File: src/rtl/eth_xcvr_reconfig_bridge.sv
// APB slave to multi-channel Avalon-MM transceiver reconfig bridge.
// Each APB transfer becomes one AVMM read/write on the channel selected by paddr.
module eth_xcvr_reconfig_bridge #(
  parameter int unsigned NUM_CH      = 4,
  parameter int unsigned CH_LSB      = 16,
  parameter int unsigned AVMM_AW     = 11,
  parameter bit          USE_RDVALID = 1'b0,
  parameter int unsigned TIMEOUT_CYC = 4096
) (
  input  logic                   clk,
  input  logic                   rst,
  input  logic                   psel,
  input  logic                   penable,
  input  logic [31:0]            paddr,
  input  logic                   pwrite,
  input  logic [31:0]            pwdata,
  output logic                   pready,
  output logic [31:0]            prdata,
  output logic                   pserr,
  output logic [NUM_CH-1:0]      avmm_read,
  output logic [NUM_CH-1:0]      avmm_write,
  output logic [AVMM_AW-1:0]     avmm_address,
  output logic [31:0]            avmm_writedata,
  input  logic [32*NUM_CH-1:0]   avmm_readdata,
  input  logic [NUM_CH-1:0]      avmm_waitrequest,
  input  logic [NUM_CH-1:0]      avmm_readdatavalid,
  output logic [15:0]            stat_err_cnt,
  output logic [1:0]             stat_err_code,
  output logic [31:0]            stat_last_err_addr,
  output logic                   stat_busy
);

  localparam logic [1:0] S_IDLE   = 2'd0;
  localparam logic [1:0] S_REQ    = 2'd1;
  localparam logic [1:0] S_RDWAIT = 2'd2;
  localparam logic [1:0] S_RESP   = 2'd3;

  localparam logic [1:0] ERR_TIMEOUT = 2'd1;
  localparam logic [1:0] ERR_BADCH   = 2'd2;

  localparam logic [16:0] TO_LIM = 17'(TIMEOUT_CYC);

  logic [1:0]        r_state,   w_state_nxt;
  logic [31:0]       r_paddr,   w_paddr_nxt;
  logic              r_write,   w_write_nxt;
  logic [31:0]       r_wdata,   w_wdata_nxt;
  logic              r_bad,     w_bad_nxt;
  logic [15:0]       r_timer,   w_timer_nxt;
  logic [NUM_CH-1:0] r_rd,      w_rd_nxt;
  logic [NUM_CH-1:0] r_wr,      w_wr_nxt;
  logic              r_pready,  w_pready_nxt;
  logic              r_pserr,   w_pserr_nxt;
  logic [31:0]       r_prdata,  w_prdata_nxt;
  logic [15:0]       r_err_cnt, w_err_cnt_nxt;
  logic [1:0]        r_err_code, w_err_code_nxt;
  logic [31:0]       r_err_addr, w_err_addr_nxt;
  logic              r_busy,    w_busy_nxt;

  logic [3:0]        w_req_ch;
  logic              w_req_ok;
  logic [NUM_CH-1:0] w_req_onehot;
  logic [3:0]        w_cur_ch;
  logic              w_sel_wait;
  logic              w_sel_rdv;
  logic [31:0]       w_sel_rdata;
  logic [16:0]       w_timer_inc;
  logic              w_to;
  logic              w_err_set;
  logic [1:0]        w_err_code_new;

  assign w_req_ch     = paddr[CH_LSB +: 4];
  assign w_req_ok     = 32'(w_req_ch) < NUM_CH;
  assign w_req_onehot = w_req_ok ? (NUM_CH'(1) << w_req_ch) : '0;
  assign w_cur_ch     = r_paddr[CH_LSB +: 4];
  assign w_timer_inc  = 17'(r_timer) + 17'd1;
  assign w_to         = (w_timer_inc == TO_LIM);

  // Only the latched channel's handshake inputs are visible to the FSM.
  always_comb begin
    w_sel_wait  = 1'b1;
    w_sel_rdv   = 1'b0;
    w_sel_rdata = '0;
    for (int i = 0; i < int'(NUM_CH); i++) begin
      if (w_cur_ch == 4'(i)) begin
        w_sel_wait  = avmm_waitrequest[i];
        w_sel_rdv   = avmm_readdatavalid[i];
        w_sel_rdata = avmm_readdata[32*i +: 32];
      end
    end
  end

  // Bad channels spend one strobe-less cycle in REQ so errors share the minimum response latency.
  always_comb begin
    w_state_nxt    = r_state;
    w_paddr_nxt    = r_paddr;
    w_write_nxt    = r_write;
    w_wdata_nxt    = r_wdata;
    w_bad_nxt      = r_bad;
    w_timer_nxt    = r_timer;
    w_rd_nxt       = r_rd;
    w_wr_nxt       = r_wr;
    w_pready_nxt   = 1'b0;
    w_pserr_nxt    = 1'b0;
    w_prdata_nxt   = '0;
    w_err_set      = 1'b0;
    w_err_code_new = ERR_TIMEOUT;
    case (r_state)
      S_IDLE: begin
        if (psel && penable) begin
          w_paddr_nxt = paddr;
          w_write_nxt = pwrite;
          w_wdata_nxt = pwdata;
          w_timer_nxt = '0;
          w_bad_nxt   = !w_req_ok;
          w_rd_nxt    = pwrite ? '0 : w_req_onehot;
          w_wr_nxt    = pwrite ? w_req_onehot : '0;
          w_state_nxt = S_REQ;
        end
      end
      S_REQ: begin
        w_timer_nxt = w_timer_inc[15:0];
        if (r_bad) begin
          w_state_nxt    = S_RESP;
          w_pready_nxt   = 1'b1;
          w_pserr_nxt    = 1'b1;
          w_err_set      = 1'b1;
          w_err_code_new = ERR_BADCH;
        end else if (!w_sel_wait) begin
          w_rd_nxt = '0;
          w_wr_nxt = '0;
          if (!r_write && USE_RDVALID) begin
            w_state_nxt = S_RDWAIT;
          end else begin
            w_state_nxt  = S_RESP;
            w_pready_nxt = 1'b1;
            w_prdata_nxt = r_write ? 32'h0 : w_sel_rdata;
          end
        end else if (w_to) begin
          w_rd_nxt     = '0;
          w_wr_nxt     = '0;
          w_state_nxt  = S_RESP;
          w_pready_nxt = 1'b1;
          w_pserr_nxt  = 1'b1;
          w_err_set    = 1'b1;
        end
      end
      S_RDWAIT: begin
        w_timer_nxt = w_timer_inc[15:0];
        if (w_sel_rdv) begin
          w_state_nxt  = S_RESP;
          w_pready_nxt = 1'b1;
          w_prdata_nxt = w_sel_rdata;
        end else if (w_to) begin
          w_state_nxt  = S_RESP;
          w_pready_nxt = 1'b1;
          w_pserr_nxt  = 1'b1;
          w_err_set    = 1'b1;
        end
      end
      S_RESP:  w_state_nxt = S_IDLE;
      default: w_state_nxt = S_IDLE;
    endcase

    w_err_cnt_nxt  = r_err_cnt;
    w_err_code_nxt = r_err_code;
    w_err_addr_nxt = r_err_addr;
    if (w_err_set) begin
      w_err_code_nxt = w_err_code_new;
      w_err_addr_nxt = r_paddr;
      if (r_err_cnt != 16'hFFFF) w_err_cnt_nxt = r_err_cnt + 16'd1;
    end
    w_busy_nxt = (w_state_nxt != S_IDLE);
  end

  always_ff @(posedge clk or posedge rst) begin
    if (rst) begin
      r_state    <= S_IDLE;
      r_paddr    <= '0;
      r_write    <= 1'b0;
      r_wdata    <= '0;
      r_bad      <= 1'b0;
      r_timer    <= '0;
      r_rd       <= '0;
      r_wr       <= '0;
      r_pready   <= 1'b0;
      r_pserr    <= 1'b0;
      r_prdata   <= '0;
      r_err_cnt  <= '0;
      r_err_code <= '0;
      r_err_addr <= '0;
      r_busy     <= 1'b0;
    end else begin
      r_state    <= w_state_nxt;
      r_paddr    <= w_paddr_nxt;
      r_write    <= w_write_nxt;
      r_wdata    <= w_wdata_nxt;
      r_bad      <= w_bad_nxt;
      r_timer    <= w_timer_nxt;
      r_rd       <= w_rd_nxt;
      r_wr       <= w_wr_nxt;
      r_pready   <= w_pready_nxt;
      r_pserr    <= w_pserr_nxt;
      r_prdata   <= w_prdata_nxt;
      r_err_cnt  <= w_err_cnt_nxt;
      r_err_code <= w_err_code_nxt;
      r_err_addr <= w_err_addr_nxt;
      r_busy     <= w_busy_nxt;
    end
  end

  assign pready             = r_pready;
  assign prdata             = r_prdata;
  assign pserr              = r_pserr;
  assign avmm_read          = r_rd;
  assign avmm_write         = r_wr;
  assign avmm_address       = r_paddr[2 +: AVMM_AW];
  assign avmm_writedata     = r_wdata;
  assign stat_err_cnt       = r_err_cnt;
  assign stat_err_code      = r_err_code;
  assign stat_last_err_addr = r_err_addr;
  assign stat_busy          = r_busy;

endmodule

File: config.mk
export PLATFORM = sky130hd
export DESIGN_NAME = eth_xcvr_reconfig_bridge
export DESIGN_NICKNAME = d
export VERILOG_FILES = /design/src/rtl/eth_xcvr_reconfig_bridge.sv
export SDC_FILE = /design/constraint.sdc
export NUM_CORES = 1
export LEC_CHECK = 0
export CORE_MARGIN = 2
export CORE_UTILIZATION = 43
export DETAILED_ROUTE_END_ITERATION = 6
export GPL_ROUTABILITY_DRIVEN = 0
export HOLD_SLACK_MARGIN = 0.15
export PLACE_DENSITY = 0.92
export SETUP_SLACK_MARGIN = 0.15
export SLEW_MARGIN = 40
export SYNTH_ARGS = -nofsm -noshare
export SYNTH_HDL_FRONTEND = slang
export SYNTH_SLANG_ARGS = --single-unit
File: constraint.sdc
create_clock -name clk -period 8.8 [get_ports clk]
set_input_delay 2.2 -clock clk [delete_from_list [all_inputs] [get_ports clk]]
set_output_delay 2.2 -clock clk [all_outputs]
set_load 0.05 [all_outputs]
==> results of run 1 <==
-- final cells by class --
cell class                      instances  area [um^2]  share of cell area [%]
Clock buffer                           21          470                    3.85
Tap cell                              234          293                    2.40
Inverter                                9         41.3                   0.338
Timing Repair Buffer                  346         3450                    28.3
Multi-Input combinational cell        511         3400                    27.8
Antenna cell                            1         2.50                  0.0205
Sequential cell                       177         4430                    36.3
Clock inverter                         11          128                    1.04
-- final timing paths --
check                                              from                            to  slack (ns)
worst max-delay path                avmm_waitrequest[3]  stat_err_cnt[14]$_DFFE_PP0P_        4.22
worst min-delay path            r_paddr[24]$_DFFE_PP0P_       r_paddr[24]$_DFFE_PP0P_        0.47
worst max register to register   r_timer[0]$_DFFE_PP0P_  stat_err_cnt[14]$_DFFE_PP0P_        5.55
worst min register to register  r_paddr[24]$_DFFE_PP0P_       r_paddr[24]$_DFFE_PP0P_        0.47
max in group asynchronous                           rst       r_paddr[31]$_DFFE_PP0P_        5.34
min in group asynchronous                           rst           prdata[8]$_DFF_PP0_        2.31
-- layer usage --
metal  routed length, um  track usage [%]  vias to the layer above
met4                 816             9.58                        0
met5                   0                0                        -
li1                    -                -                     3164
met2               12300             41.2                      254
met3                1430             6.11                       52
met1                9260             30.3                     3384
-- through the flow --
step | util, % | setup WS (ns) | cells | hold WS (ns) | area, um^2
finish | 65.8 | 4.22 | 1310 | 0.469 | 12200
global route | 65.8 | 4.11 | 1309 | 0.494 | 12200
CTS | 65.8 | 4.24 | 1309 | 0.476 | 12200
detailed placement | 62.5 | 3.79 | 1277 | 0.459 | 11600
global placement | 62.4 | 3.69 | 1277 | 0.454 | 11600
floorplan | - | 1.80 | 746 | 0.442 | 8090
-- cells by family (layout without fill, tap and decap cells) --
kind of cell	after synthesis	count (layout)	share of synthesized area, %
buf+inv	58	387	3.43
xor+xnor	19	19	2.06
simple gates	355	355	19.5
compound gates	62	62	4.98
mux	70	70	14.5
other cells	0	1	0
fa+ha+maj	5	5	0.774
flops	177	177	54.8
-- cells in the final DEF, fill, tap and decap left out, drive strengths merged, types with 2 or more instances in the layout --
master and count:
ha 5, and2 5, a21oi 6, inv 12, dfrtp 177, a31oi 3
mux4 34, buf 6, nor3 11, nand3 17, or4 3, and3 7
or2 3, and4 3, nand4 8, or3 3, clkdlybuf4s50 340, clkinv 3
a32o 3, bufinv 2, nor2 19, clkinvlp 3, xnor2 7, nor2b 33
o21ai 29, nor4 5, clkbuf 21, nand2 236, nand2b 2, o31ai 8
xor2 12, mux2 35, o41ai 4
-- registers in the layout, summed over array words and instances (netlist names), 2 cells and up --
name / count
r_timer: 16
r_state: 2
avmm_write: 4
avmm_writedata: 32
avmm_read: 4
prdata: 32
r_paddr: 32
stat_err_code: 2
stat_last_err_addr: 32
stat_err_cnt: 16
-- critical path: stages --
cell and delay, ns:
clkdlybuf4s50_1 0.43, mux4_2 0.55, nor3_1 0.26, nor2_1 0.11
a32oi_1 0.33, a21bo_4 0.56, nor3_1 0.13, mux2_2 0.29
-- power by group --
group	switching, uW	total, uW	leakage [uW]	internal (uW)
sequential	169	1240	0.00231	1070
clock	322	766	0.000286	444
combinational	1270	2050	0.00276	776
==> results.md, run 1 <==
* Clock latency on the worst-skew pair at 0.43 ns
* Post-route ant nets at 0
* Final Cycle Share at 52.1%
* CTS H-tree depth at 4
* Clk sink count at 177
* Vias in the first global route at 7043
* Status: finished, final reports clean
* Pwr dens at 332 mW/mm^2
* RSZ-0062 raised after global routing: no
* Primary FF master, synth: dfrtp_1
* Fill cell count at 1384
* Required time of the critical path at 9.10 ns
* CP endpoint kind: flop
* Total CTS buffers at 17
* Count leader, synth: nand2_1
* Largest net degree at the start of global routing at 105
* Max-cap violations at 0
* Shortest period the worst path allows at 4.58 ns
* Hold WC Path Type: flop to flop
* Top cells by count, synth: nand2_1, dfrtp_1, mux2_2, mux4_2, nor2b_1
* Global Route Usage Sum at 24.4%
* Layout cells sized above 1 at 10.9%
* I/O pin cnt at 341
* Core Region at 0.0186 mm^2
* Synth top area share at 54.8%
* Die area at 0.0199 mm^2
* Setup CP Type: input pin to flop
* Synth Instances at 746
* Nets at 1272
* Peak fanout along the critical path at 38
* Die Y at 141 um
* Syn avg cell area at 10.8 um^2
* DIE WIDTH at 141 um
* Yosys cell types at 46
* R2R depth at 9
* Post-CTS Setup Repair Bufs at 0
* Post-layout total power at 4060 uW
* Min-Delay Path Depth at 2
* Largest cells by area after synthesis: dfrtp_1, nand2_1, mux4_2
* Synth-to-Final Area Change at 51.1%
* Clock Path Buffers at 2
* Vias/cell at 5.23
* Cts repair resizes at 0
* Relative slew slack at 49.6%
* Number of hold buffers added after CTS at 0
* Yosys Warn Count at 0
* Yosys top cell by area: dfrtp_1
* Drt wl/cell at 18.1 um
* Asr flop ratio synth at 100%
* Clock root cell: clkbuf_16
* DRT Pass-1 Iters at 5
* Skew final at 0.0123 ns
* Hold violation count in the final report at 0
* Number of antenna violations at the first check in global routing at 1
* Max Clk Rate at 218 MHz
* Initial DRC Count at 423
* Fin Setup TNS at 0 ns
* CP Data Arrival Time at 4.89 ns
* Final setup viols at 0
* GRT overflow at 0
* Post-synth EDFFs at 0
* DRC viols at 0
* Critical Path Source Type: input pin
* CTS tree: done
* # port buffers at 340
* First-pass GRT wire length at 37.7 mm
* Max VDD drop at 0.000193 V
* Tightest Pin Transition at 0.755 ns
* Area of the mapped netlist at 0.00809 mm^2
* Detail Placement HPWL at 18.0 mm
* Pleak at 0.00535 uW
* Routed WL at 23.8 mm
* Slew Viols, Final at 0
* Synth Register Bits at 177
* Post-synthesis net count at 956
* Clock transition at path regs at 0.06 ns
* Site Rows at 50
* Initial Util at 43.5%
* Via Count at 6854
* Sequential share of the synthesized area at 54.8%
(Power assumes the default switching activity.)
==> inputs of run 2 (changes only) <==
==> constraint.sdc (replaced) <==
create_clock -name clk -period 4.3 [get_ports clk]
set_input_delay 1.075 -clock clk [delete_from_list [all_inputs] [get_ports clk]]
set_output_delay 1.075 -clock clk [all_outputs]
set_load 0.05 [all_outputs]
==> results.md, run 2 (same netlist as run 1, synthesis figures left out) <==
* Status: finished, final reports clean
* Largest net degree at the start of global routing at 111
* Most frequent cells in the layout: clkdlybuf4s50_1, nand2_1, dfrtp_1
* Clock root cell: clkbuf_16
* Vias/cell at 5.29
* Initial Util at 43.5%
* CTS H-tree depth at 4
* DRC viols at 0
* GR Util met3 at 5.91%
* Critical path depth at 8
* Clock latency on the worst-skew pair at 0.42 ns
* CP endpoint kind: flop
* Drt wl/cell at 18.6 um
* Tightest Pin Transition at 0.764 ns
* Worst Path Buf+Inv at 2
* First-pass GRT wire length at 38.0 mm
* Detail Placement HPWL at 18.2 mm
* Seq pwr share at 30.6%
* CTS tree: done
* Max VDD drop at 0.000532 V
* Initial DRC Count at 488
* Relative slew slack at 48.5%
* Shortest period the worst path allows at 3.20 ns
* Fin Setup TNS at 0 ns
* I/O pin cnt at 341
* DRT Pass-1 Iters at 5
* Reg2reg start: r_timer[0]$_DFFE_PP0P_
* Clk sink count at 177
* Vias in the first global route at 7060
* Hold Path End: r_paddr[22]$_DFFE_PP0P_
* Slew Viols, Final at 0
* Power Internal at 4710 uW
* Via Count at 6933
* Most Crowded Layer GR: met2
* Final Cycle Share at 74.5%
* Comb pwr share at 50.7%
* Clock Path Buffers at 2
* Required time of the critical path at 4.61 ns
* Met2 usage at 40.9%
* Switching Share at 43.6%
* FF-to-FF setup slack at 1.16 ns
* Most common cell after layout, fill and taps aside: clkdlybuf4s50_1
* Min-Delay Path Depth at 2
* Site Rows at 50
* Number of hold buffers added after CTS at 0
* Fill cell count at 1355
* Worst reg2reg path endpoint: stat_err_cnt[14]$_DFFE_PP0P_
* Crit path cell chain: clkdlybuf4s50_1 > mux4_2 > nor3_1 > nor2_1 > a32oi_1 > a21bo_2 > buf_12 > mux2_2
* Post-CTS Setup Repair Bufs at 0
* Setup WS post-layout at 1.10 ns
* Pleak at 0.00537 uW
* Cell family with most CP delay: multiplexers
* Nets at 1274
* Max stage delay on crit path at 0.55 ns
* CP Data Arrival Time at 3.51 ns
* Post-route ant nets at 0
* Antenna cell count at 0
* HP Start: r_paddr[22]$_DFFE_PP0P_
* Total CTS buffers at 17
* Multi-input logic area at 0.00340 mm^2
* Core Region at 0.0186 mm^2
* Routed WL at 24.4 mm
* RSZ-0062 raised after global routing: no
* Hold WC Path Type: flop to flop
* Critical Path Source Type: input pin
* Peak fanout along the critical path at 38
* GRT overflow at 0
* Number of antenna violations at the first check in global routing at 0
* Max-cap violations at 0
* Global Route Usage Sum at 24.8%
* Die Y at 141 um
* CP startpoint: avmm_waitrequest[2]
* Register area at 0.00443 mm^2
* Clock Power Share at 18.7%
* Max Clk Rate at 312 MHz
* Hold violation count in the final report at 0
* Final setup viols at 0
* Skew final at 0.0112 ns
* Switching power at 3640 uW
* Synth-to-Final Area Change at 51.5%
* # port buffers at 340
* Layout cells sized above 1 at 11.0%
* Pwr dens at 681 mW/mm^2
* Clock transition at path regs at 0.06 ns
* Cts repair resizes at 0
* Setup CP Type: input pin to flop
* Die area at 0.0199 mm^2
* DIE WIDTH at 141 um
* GR Layer Usage met1 at 30.7%
* Dpl ws at 0.655 ns
* R2R depth at 10
* Critical-path top delay cell: mux4_2
-- run 2: cell type report --
cell class / count / share of cell area (%)
sequential: 177 / 36.2
clock buffer: 18 / 3.50
inverter: 9 / 0.306
timing repair buffer: 348 / 28.6
multi-input combinational: 511 / 27.7
tap: 234 / 2.39
clock inverter: 14 / 1.34
-- run 2: worst max-delay path by stage --
stage | end | slack [ns]
final | stat_last_err_addr[16]$_DFFE_PP0P_ | 1.10
after global routing | stat_err_cnt[14]$_DFFE_PP0P_ | 0.96
after CTS | stat_last_err_addr[7]$_DFFE_PP0P_ | 1.11
after detailed placement | stat_last_err_addr[16]$_DFFE_PP0P_ | 0.66
after global placement | stat_err_cnt[14]$_DFFE_PP0P_ | 0.68
after floorplan | avmm_read[0]$_DFFE_PP0P_ | 0.96
-- run 2: per-layer routing --
metal,vias up,part of all wire [%]
met3,68,6.8
met4,0,4.5
met5,-,0
met1,3376,39
met2,304,50
li1,3185,-
-- run 2: worst min-delay path, stage by stage (launching register included) --
cell and delay (ns):
dfrtp_1 0.34, nand2_1 0.05, nand2_1 0.05
-- run 2: power by group through the flow --
stage                     clock (uW)  sequential, uW  combinational (uW)
after floorplan                    0            3730                1670
after global placement             0            2540                4140
after detailed placement           0            2570                4240
after CTS                       1590            2550                4260
after global routing            1660            2610                4460
final                           1560            2550                4230
-- run 2: through the flow --
step | instances | util (%) | area [um^2] | power, uW | hold WS (ns)
floorplan | 746 | - | 8090 | 5390 | 0.442
global placement | 1279 | 62.7 | 11700 | 6680 | 0.453
detailed placement | 1279 | 62.7 | 11700 | 6820 | 0.459
CTS | 1311 | 65.9 | 12300 | 8410 | 0.475
global route | 1311 | 65.9 | 12300 | 8730 | 0.496
finish | 1311 | 65.9 | 12300 | 8350 | 0.470
==> inputs of run 3 (changes only) <==
--- a/config.mk
+++ b/config.mk
@@ -6,11 +6,11 @@
 export NUM_CORES = 1
 export LEC_CHECK = 0
 export CORE_MARGIN = 2
-export CORE_UTILIZATION = 43
+export CORE_UTILIZATION = 39
 export DETAILED_ROUTE_END_ITERATION = 6
 export GPL_ROUTABILITY_DRIVEN = 0
 export HOLD_SLACK_MARGIN = 0.15
-export PLACE_DENSITY = 0.92
+export PLACE_DENSITY = 0.88
 export SETUP_SLACK_MARGIN = 0.15
 export SLEW_MARGIN = 40
 export SYNTH_ARGS = -nofsm -noshare
==> constraint.sdc (replaced) <==
create_clock -name clk -period 2.8 [get_ports clk]
set_input_delay 0.7 -clock clk [delete_from_list [all_inputs] [get_ports clk]]
set_output_delay 0.7 -clock clk [all_outputs]
set_load 0.05 [all_outputs]
==> results.md, run 3 (same netlist as run 1, synthesis figures left out) <==
* Die Y at 148 um
* Most frequent cells in the layout: clkdlybuf4s50_1, nand2_1, dfrtp_1
* DRT Pass-1 Iters at 5
* Final Cycle Share at 94.0%
* Number of antenna violations at the first check in global routing at 0
* Largest net degree at the start of global routing at 68
* GR Util met3 at 7.04%
* Final setup viols at 0
* DIE WIDTH at 148 um
* Placed cell area at 0.0119 mm^2
* Max VDD drop at 0.000504 V
* Min-Delay Path Depth at 2
* Required time of the critical path at 3.10 ns
* Most Crowded Layer GR: met2
* Clock latency on the worst-skew pair at 0.43 ns
* Slew Viols, Final at 0
* Nets at 1306
* Clock Path Buffers at 2
* Shortest period the worst path allows at 2.63 ns
* Total CTS buffers at 17
* Fin area at 0.0128 mm^2
* Site Rows at 52
* RSZ-0062 raised after global routing: yes
* Post-Route Utilization at 62.9%
* First-pass GRT wire length at 39.9 mm
* Pwr dens at 1030 mW/mm^2
* Most common cell after layout, fill and taps aside: clkdlybuf4s50_1
* Clk sink count at 177
* GRT overflow at 0
* Vias in the first global route at 7183
* Setup CP Type: flop to flop
* Met2 usage at 39.0%
* Peak fanout along the critical path at 6
* CP Data Arrival Time at 2.93 ns
* Initial Util at 39.8%
* FF-to-FF setup slack at 0.17 ns
* CTS H-tree depth at 4
* Setup WS post-layout at 0.167 ns
* Layout cells sized above 1 at 15.6%
* Pleak at 0.00562 uW
* CP endpoint kind: flop
* Hold_ws at 0.474 ns
* Synth-to-Final Area Change at 58.0%
* # port buffers at 340
* Max Clk Rate at 380 MHz
* Max-cap violations at 0
* DRC viols at 0
* Post-route ant nets at 0
* Clock transition at path regs at 0.07 ns
* Relative slew slack at 45.3%
* Dpl ws at -0.329 ns
* Worst reg2reg path endpoint: stat_busy$_DFF_PP0_
* Via Count at 7087
* Skew final at 0.0141 ns
* Critical Path Source Type: flop
* Hold Path End: avmm_writedata[6]$_DFFE_PP0P_
* Reg2reg start: r_timer[1]$_DFFE_PP0P_
* Detail Placement HPWL at 19.1 mm
* I/O pin cnt at 341
* Antenna cell count at 0
* HP Start: avmm_writedata[6]$_DFFE_PP0P_
* Core Region at 0.0203 mm^2
* Initial DRC Count at 427
* R2R depth at 10
* Hold violation count in the final report at 0
* Drt wl/cell at 18.7 um
* Hold WC Path Type: flop to flop
* Tightest Pin Transition at 0.812 ns
* Die area at 0.0219 mm^2
* Global Route Usage Sum at 23.5%
* Vias/cell at 5.15
* GR Layer Usage met1 at 29.4%
* Clock root cell: clkbuf_16
* Status: finished, final reports clean
* CTS tree: done
* Routed WL at 25.8 mm
[run 3: cell types whose count changed in the layout (fill, tap and decap cells not counted), moves of 3 or more]
cell / delta
clkinv_2: -3
nor4_4: +4
dfrtp_1: -7
buf_4: +27
nor4_1: -3
dfrtp_2: +7
[run 3: timing repair]
item | CTS | global route
setup endpoints to repair | 42 | 57
resized for setup | 13 | 25
buffers inserted | 5 | 6
pin swaps | 5 | 13
hold buffers | 0 | 0
gates cloned | 0 | 2
[run 3: power by group]
part | switching, uW | internal, uW
registers | 543 | 3380
logic | 4130 | 2600
clock network | 1030 | 1500
[run 3: through the flow]
step | TNS (ns) | cells | power [uW]
2_1_floorplan | -29.49 | 746 | 8280
3_3_place_gp | -10.83 | 1334 | 10400
3_5_place_dp | -11.80 | 1334 | 10600
4_1_cts | 0 | 1369 | 13100
5_1_grt | 0 | 1377 | 13800
6_report | 0 | 1377 | 13200
[run 3: worst max-delay path by stage]
stage,start,to,depth (start not counted)
floorplan,rst,avmm_read[0]$_DFFE_PP0P_,1
global placement,avmm_waitrequest[2],stat_last_err_addr[17]$_DFFE_PP0P_,8
detailed placement,avmm_waitrequest[2],stat_last_err_addr[12]$_DFFE_PP0P_,8
CTS,r_timer[1]$_DFFE_PP0P_,stat_err_cnt[5]$_DFFE_PP0P_,11
global route,r_timer[3]$_DFFE_PP0P_,stat_err_cnt[9]$_DFFE_PP0P_,10
finish,r_timer[1]$_DFFE_PP0P_,stat_busy$_DFF_PP0_,10
[run 3: critical path, cell delays in order (launching register included)]
cell,delay (ns)
dfrtp_1,0.39
ha_2,0.20
nand2_1,0.09
buf_4,0.18
o31ai_2,0.28
o31ai_4,0.13
and3_4,0.21
and2_1,0.16
or3_1,0.34
o311a_1,0.32
or2_1,0.21
[run 3: cell type report]
| cell class | count | area, um^2 |
|---|---|---|
| fillers | 1618 | 7520 |
| flip-flops and latches | 177 | 4440 |
| repair buffers | 380 | 3790 |
| multi-input cells | 511 | 3560 |
| clock buffers | 18 | 429 |
| well taps | 270 | 338 |
| clock inverters | 12 | 181 |
| inverters | 9 | 37.5 |
[run 3: per-layer routing]
metal  wire length (um)  vias to the layer above
li1                   -                     3245
met1              10200                     3486
met2              13000                      302
met3               1900                       54
met4                739                        0
met5                  0                        -
